File: src/rtl/alu_ctrl_seq.sv
// alu_ctrl_seq: instruction sequencer for a Bennett-clocked ALU.
// Accepts 16-bit instructions over a valid/ready handshake and holds a
// one-deep pending slot. Each instruction is decoded into ALU control bits
// on a Bennett cycle boundary (rising edge of instFlag). The operand and
// result latch strobes are issued when the phase rails peak.
//
// Ports:
//   clk, reset            system clock, asynchronous active-high reset
//   instFlag              Bennett cycle boundary flag
//   clkpos, clkneg        Bennett phase rails (WIDTH bits), used for peak detection
//   in_valid, in_ready    instruction handshake
//   in_instr              instruction word, opcode in [15:12]
//   instr_in              held instruction word for the ALU immediate path
//   ALU_Control*, A_mux, B_mux*, SUB, STL, Adder_Cin, mux3_*   ALU control bits
//   A_Fclkpos, ALU_O_Fclkpos   one-clk operand / result latch strobes
//   done                  pulse when an executed instruction's Bennett cycle closes
//   illegal, overrun      sticky error flags
//   op_count              count of done pulses (only with ALU_CTRL_SEQ_PERF_EN)
//
// Build option: define ALU_CTRL_SEQ_PERF_EN to add the op_count output.

module alu_ctrl_seq #(
    parameter int unsigned WIDTH = 13
) (
    input  logic             clk,
    input  logic             reset,
    input  logic             instFlag,
    input  logic [WIDTH-1:0] clkpos,
    input  logic [WIDTH-1:0] clkneg,
    input  logic             in_valid,
    output logic             in_ready,
    input  logic [15:0]      in_instr,
    output logic [15:0]      instr_in,
    output logic             ALU_Control0,
    output logic             ALU_Control1,
    output logic             A_mux,
    output logic             B_mux0,
    output logic             B_mux1,
    output logic             SUB,
    output logic             STL,
    output logic             Adder_Cin,
    output logic             mux3_0,
    output logic             mux3_1,
    output logic             A_Fclkpos,
    output logic             ALU_O_Fclkpos,
    output logic             done,
    output logic             illegal,
    output logic             overrun
`ifdef ALU_CTRL_SEQ_PERF_EN
    ,
    output logic [15:0]      op_count
`endif
);

    localparam int unsigned CTRL_W = 10;
    localparam int unsigned INSTR_W = 16;

    typedef enum logic [1:0] {
        S_IDLE = 2'd0,
        S_ARM  = 2'd1,
        S_EXEC = 2'd2,
        S_HOLD = 2'd3
    } state_t;

    // Control vector order:
    // {ALU_Control1, ALU_Control0, A_mux, B_mux1, B_mux0, SUB, STL, Adder_Cin, mux3_1, mux3_0}
    function automatic logic [CTRL_W-1:0] decode(input logic [3:0] op);
        logic [CTRL_W-1:0] c;
        c = '0;
        case (op)
            4'd1:    c = 10'b10_1_11_0_0_0_00;  // ADD
            4'd2:    c = 10'b10_1_11_1_0_1_00;  // SUB
            4'd3:    c = 10'b00_1_11_0_0_0_00;  // AND
            4'd4:    c = 10'b01_1_11_0_0_0_00;  // OR
            4'd5:    c = 10'b11_1_11_1_1_1_00;  // SLT
            4'd6:    c = 10'b10_1_01_0_0_0_00;  // ADDI
            4'd7:    c = 10'b10_0_10_0_0_0_01;  // PCADD
            default: c = '0;                    // NOP and illegal opcodes
        endcase
        return c;
    endfunction

    state_t              r_state;
    logic                r_flag_d;
    logic                r_pend_v;
    logic [INSTR_W-1:0]  r_pend;
    logic [CTRL_W-1:0]   r_ctrl;
    logic [INSTR_W-1:0]  r_instr;
    logic                r_a_stb;
    logic                r_alu_o_stb;
    logic                r_done;
    logic                r_illegal;
    logic                r_overrun;
    logic                r_in_ready;

    logic                w_flag_rise;
    logic                w_peak;
    logic                w_xfer;
    logic                w_close;
    logic [INSTR_W-1:0]  w_load_word;
    logic [CTRL_W-1:0]   w_load_ctrl;

    // Edge/peak detection and load-source selection
    always_comb begin
        w_flag_rise = instFlag & ~r_flag_d;
        w_peak      = (&clkpos) & ~(|clkneg);
        w_xfer      = in_valid & r_in_ready;
        w_close     = w_flag_rise & ((r_state == S_EXEC) | (r_state == S_HOLD));
        // A HOLD-state load with an empty slot can only come from a same-cycle transfer
        w_load_word = ((r_state == S_HOLD) && !r_pend_v) ? in_instr : r_pend;
        w_load_ctrl = decode(w_load_word[15:12]);
    end

    // Sequencer state, pending slot and registered outputs
    always_ff @(posedge clk or posedge reset) begin
        if (reset) begin
            r_state     <= S_IDLE;
            r_flag_d    <= 1'b0;
            r_pend_v    <= 1'b0;
            r_pend      <= '0;
            r_ctrl      <= '0;
            r_instr     <= '0;
            r_a_stb     <= 1'b0;
            r_alu_o_stb <= 1'b0;
            r_done      <= 1'b0;
            r_illegal   <= 1'b0;
            r_overrun   <= 1'b0;
            r_in_ready  <= 1'b0;
        end else begin
            r_flag_d    <= instFlag;
            r_done      <= w_close;
            r_a_stb     <= 1'b0;
            r_alu_o_stb <= r_a_stb;  // result strobe trails the operand strobe by one clk

            case (r_state)
                S_IDLE: begin
                    if (w_xfer) begin
                        r_pend     <= in_instr;
                        r_pend_v   <= 1'b1;
                        r_state    <= S_ARM;
                        r_in_ready <= 1'b0;
                    end else begin
                        r_in_ready <= 1'b1;
                    end
                end

                S_ARM: begin
                    r_in_ready <= 1'b0;
                    if (w_flag_rise) begin
                        r_ctrl    <= w_load_ctrl;
                        r_instr   <= w_load_word;
                        r_illegal <= r_illegal | w_load_word[15];
                        r_pend_v  <= 1'b0;
                        r_state   <= S_EXEC;
                    end
                end

                S_EXEC: begin
                    if (w_flag_rise) begin
                        // Cycle closed without a strobe; the slot is empty here
                        r_overrun  <= 1'b1;
                        r_ctrl     <= '0;
                        r_instr    <= '0;
                        r_state    <= S_IDLE;
                        r_in_ready <= 1'b1;
                    end else if (w_peak) begin
                        r_a_stb    <= 1'b1;
                        r_state    <= S_HOLD;
                        r_in_ready <= ~r_pend_v;
                    end else begin
                        r_in_ready <= 1'b0;
                    end
                end

                S_HOLD: begin
                    if (w_flag_rise) begin
                        if (r_pend_v || w_xfer) begin
                            r_ctrl     <= w_load_ctrl;
                            r_instr    <= w_load_word;
                            r_illegal  <= r_illegal | w_load_word[15];
                            r_pend_v   <= 1'b0;
                            r_state    <= S_EXEC;
                            r_in_ready <= 1'b0;
                        end else begin
                            r_ctrl     <= '0;
                            r_instr    <= '0;
                            r_state    <= S_IDLE;
                            r_in_ready <= 1'b1;
                        end
                    end else if (w_xfer) begin
                        r_pend     <= in_instr;
                        r_pend_v   <= 1'b1;
                        r_in_ready <= 1'b0;
                    end else begin
                        r_in_ready <= ~r_pend_v;
                    end
                end

                default: begin
                    r_state    <= S_IDLE;
                    r_in_ready <= 1'b0;
                end
            endcase
        end
    end

`ifdef ALU_CTRL_SEQ_PERF_EN
    logic [15:0] r_op_count;

    // Completed-instruction counter, wraps naturally at 16 bits
    always_ff @(posedge clk or posedge reset) begin
        if (reset) begin
            r_op_count <= '0;
        end else if (w_close) begin
            r_op_count <= r_op_count + 16'd1;
        end
    end

    assign op_count = r_op_count;
`endif

    assign in_ready      = r_in_ready;
    assign instr_in      = r_instr;
    assign ALU_Control1  = r_ctrl[9];
    assign ALU_Control0  = r_ctrl[8];
    assign A_mux         = r_ctrl[7];
    assign B_mux1        = r_ctrl[6];
    assign B_mux0        = r_ctrl[5];
    assign SUB           = r_ctrl[4];
    assign STL           = r_ctrl[3];
    assign Adder_Cin     = r_ctrl[2];
    assign mux3_1        = r_ctrl[1];
    assign mux3_0        = r_ctrl[0];
    assign A_Fclkpos     = r_a_stb;
    assign ALU_O_Fclkpos = r_alu_o_stb;
    assign done          = r_done;
    assign illegal       = r_illegal;
    assign overrun       = r_overrun;

endmodule

File: config.mk
export PLATFORM = sky130hd
export DESIGN_NAME = alu_ctrl_seq
export DESIGN_NICKNAME = d
export VERILOG_FILES = /design/src/rtl/alu_ctrl_seq.sv
export SDC_FILE = /design/constraint.sdc
export NUM_CORES = 1
export LEC_CHECK = 0
export BUFFER_PORTS_ARGS = -buffer_cell sky130_fd_sc_hd__clkbuf_2
export CORE_ASPECT_RATIO = 1.25
export CORE_MARGIN = 8
export CORE_UTILIZATION = 45
export CTS_CLUSTER_SIZE = 10
export DETAILED_ROUTE_END_ITERATION = 12
export PLACE_DENSITY_LB_ADDON = 0.15
export SKIP_LAST_GASP = 1
export SYNTH_ARGS = -nofsm -noshare
export SYNTH_HDL_FRONTEND = slang
export SYNTH_SLANG_ARGS = --single-unit
File: constraint.sdc
create_clock -name clk -period 1.5 [get_ports clk]
set_clock_uncertainty 0.05 [all_clocks]
set_input_delay 0.15 -clock clk [delete_from_list [all_inputs] [get_ports clk]]
set_output_delay 0.15 -clock clk [all_outputs]
set_load 0.02 [all_outputs]
==> out/results.tsv <==
stage	metric	value	unit
logic_synthesis	synthFlopType	dfrtp_1	
timing	fin_crit	1520	ps
floorplan	die_y	97.61	µm
outcome	outcome	complete, but fails checks	
timing	min_period_over_period	101.3	%
power_and_ir_drop	pwr-share-clk	13.6	%
finish	n_antenna_cell	0	
route	routed-via-count	1905	
clocking	numClockSinks	49	
timing	worst_slack	-20.05	ps
run	drv_cap	0	
worst_setup_path	worstPathCellList	buf_6 > and3_4 > o21ai_4 > buf_4 > mux2_4	
power_and_ir_drop	ir_worst_vdd	0.0008673	V
placed_design	dp.cells	354	
worst_setup_path	path_max_fanout	5	
floorplan	die_area	0.007933	mm²
clocking	htreeDepth	2	
route	vias_per_cell	5.121	
global_route	grt_first_pass_wirelength	9.177	mm
global_route	grt_use_total	14.34	%
worst_setup_path	critPathCaptureType	register	
logic_synthesis	synth_warnings	0	
power_and_ir_drop	p_seq_share	37.9	%
finish	final_util	61.95	%
global_route	grt_overflow_total	0	
logic_synthesis	synth_area_leaders	dfrtp_1 (51%), mux2i_1 (6.7%), mux2_4 (6.3%), o21ai_0 (4.4%), nand2_1 (4.1%)	
logic_synthesis	seq_area_frac_synth	51.15	%
placed_design	routabilityCongestion	0.8298	
power_and_ir_drop	swShare	37.71	%
global_route	grt_max_degree	50	
worst_setup_path	cp_slowest_stage_delay	420	ps
worst_setup_path	start_kind	register	
placed_design	dpl_cell_area	0.002920	mm²
logic_synthesis	synth-seq-cells	49	
min_path	hold_class	primary input to register	
power_and_ir_drop	p_per_area	1811	mW/mm²
logic_synthesis	synth.distinct_cells	49	
route	ant_nets	0	
floorplan	core	0.005116	mm²
power_and_ir_drop	p_switching	2.164	mW
global_route	grt_pass1_vias	1946	
timing	final-setup-viol-count	10	
timing	fmax	657.9	MHz
timing	rsz0062_at_grt	yes	
worst_setup_path	worstPathRequired	1650	ps
logic_synthesis	synth_area	0.002397	mm²
placed_design	place_ws	-8.878	ps
clocking	clk_path_buf_depth	2	
finish	fin_area	0.003169	mm²
clocking	cts_tree	done	
logic_synthesis	async_flop_share	100.0	%
worst_setup_path	critPathSlowestCell	dfrtp_1	
logic_synthesis	synth-edff-count	0	
floorplan	die_x	81.28	µm
route	routed_wl	5.675	mm
logic_synthesis	syn_nets	257	
global_route	antenna_found_initial	0	
clocking	cts.clk_slew.worst_paths	90	ps
logic_synthesis	syn_inst	211	
timing	hold-worst-slack	41.44	ps
power_and_ir_drop	leakagePower	1.702	nW
logic_synthesis	synth_area_leader_cell	dfrtp_1	
finish	fillCellCount	425	
route	drc_errors	0	
route	drt_iter0_drc	74	
clocking	cts_buffers	5	
finish	final_cell_mix	clkbuf_2 (76), dfrtp_1 (49), nand2_1 (26)	
power_and_ir_drop	comb_power_share	48.5	%
clocking	cts_root_buf	clkbuf_8	
floorplan	io_pins	78	
finish	drive_gt1_share	46.77	%
logic_synthesis	synth_area_per_cell	11.36	µm²
floorplan	start_util	46.86	%
finish	finalNonFillerCells	372	
timing	fin_tns_setup	-129.7	ps
power_and_ir_drop	internal_power	3.575	mW
floorplan	num_rows	29	
logic_synthesis	synth_top_area_share	51.15	%
placed_design	hpwl	4.284	mm
worst_setup_path	cp_data_arrival_time	1670	ps
timing	maxSlewViolCount	0	
finish	nets	355	
placed_design	portBuffers	76	
finish	mostFrequentLayoutCell	clkbuf_2	
finish	area_delta_synth_final	32.20	%
outcome	violations	setup timing	
worst_setup_path	crit_type	register to register	
timing	finalHoldViolCount	0	
route	wl_per_cell	15.26	µm
route	drt-pass1-iter-count	4	
power_and_ir_drop	power.total	5.738	mW
clocking	clkLatencyLatePin	300	ps
-- flip-flops by register name, indices dropped and copies added (netlist names) --
signal / count
r_state: 2
r_flag_d: 1
ALU_O_Fclkpos: 1
in_ready: 1
done: 1
r_pend_v: 1
r_ctrl: 7
A_Fclkpos: 1
r_pend: 16
illegal: 1
instr_in: 16
overrun: 1
-- synthesized netlist by cell type, drive strengths merged, types with 4 or more instances --
cell and count:
o21ai 27, nor2 4, nor3 5, nand2 26
dfrtp 49, nand2b 4, mux2 16, buf 15
mux2i 17, nand3b 4, nor4 4
-- final timing paths --
path                             start            end  slack [ps]  cells past startpoint
min                        in_instr[5]      r_pend[5]          40                      2
max                         r_state[1]      r_pend[4]         -20                      5
min in group asynchronous        reset      r_pend[9]         360                      4
max in group asynchronous        reset      r_ctrl[8]         820                      4
min reg2reg                  A_Fclkpos  ALU_O_Fclkpos         340                      0
max reg2reg                 r_state[1]      r_pend[4]         -20                      5
-- final cells by class --
type / instances / area [µm²] / share of cell area, %
Clock inverter: 3 / 21.27 / 0.6711
Clock buffer: 5 / 68.82 / 2.171
Tap cell: 62 / 77.57 / 2.448
Multi-Input combinational cell: 143 / 1106 / 34.90
Sequential cell: 49 / 1226 / 38.69
Inverter: 2 / 7.507 / 0.2369
Timing Repair Buffer: 108 / 661.9 / 20.88
-- metal layers --
layer,wire length [µm],global-route usage (%),up-vias
li1,-,-,934
met1,2449,18.00,901
met2,2759,22.77,64
met3,406,4.537,6
met4,59,3.724,0
met5,0,0,-
-- power by group through the flow --
stage               registers, mW  logic [mW]  clock network, mW
detailed placement           2.19        2.59                  0
floorplan                    2.44        1.53                  0
global placement             2.16        2.55                  0
global route                 2.25        3.02              0.876
CTS                          2.17        2.62              0.808
finish                       2.17        2.78              0.781
-- repair_timing --
item / CTS / global route
hold buffers: 2 / 0
endpoints found under the hold margin: 50 / 0
pin swaps: 0 / 2
resized for setup: 2 / 15
buffers inserted: 1 / 7
endpoints found under the setup margin: 19 / 32
-- critical path: cells and delay by family (launching register included) --
family / cells / cell delay (ps)
DFF: 1 / 420
muxes: 1 / 310
AOI/OAI and AO/OA: 1 / 150
buffers and inverters: 2 / 320
and+or+nand+nor: 1 / 160
-- logic make-up (layout without fill, tap and decap cells) --
kind of cell / Yosys count / count (layout) / share of synthesized area [%]
AND/OR/NAND/NOR: 65 / 65 / 15.03
multiplexers: 33 / 33 / 16.34
XOR/XNOR: 2 / 2 / 0.7308
flip-flops: 49 / 49 / 51.15
AO/OA/AOI/OAI: 42 / 42 / 10.91
buffers and inverters: 19 / 118 / 5.688
other: 1 / 1 / 0.1564
No activity file was read; power rests on OpenSTA's default activity.
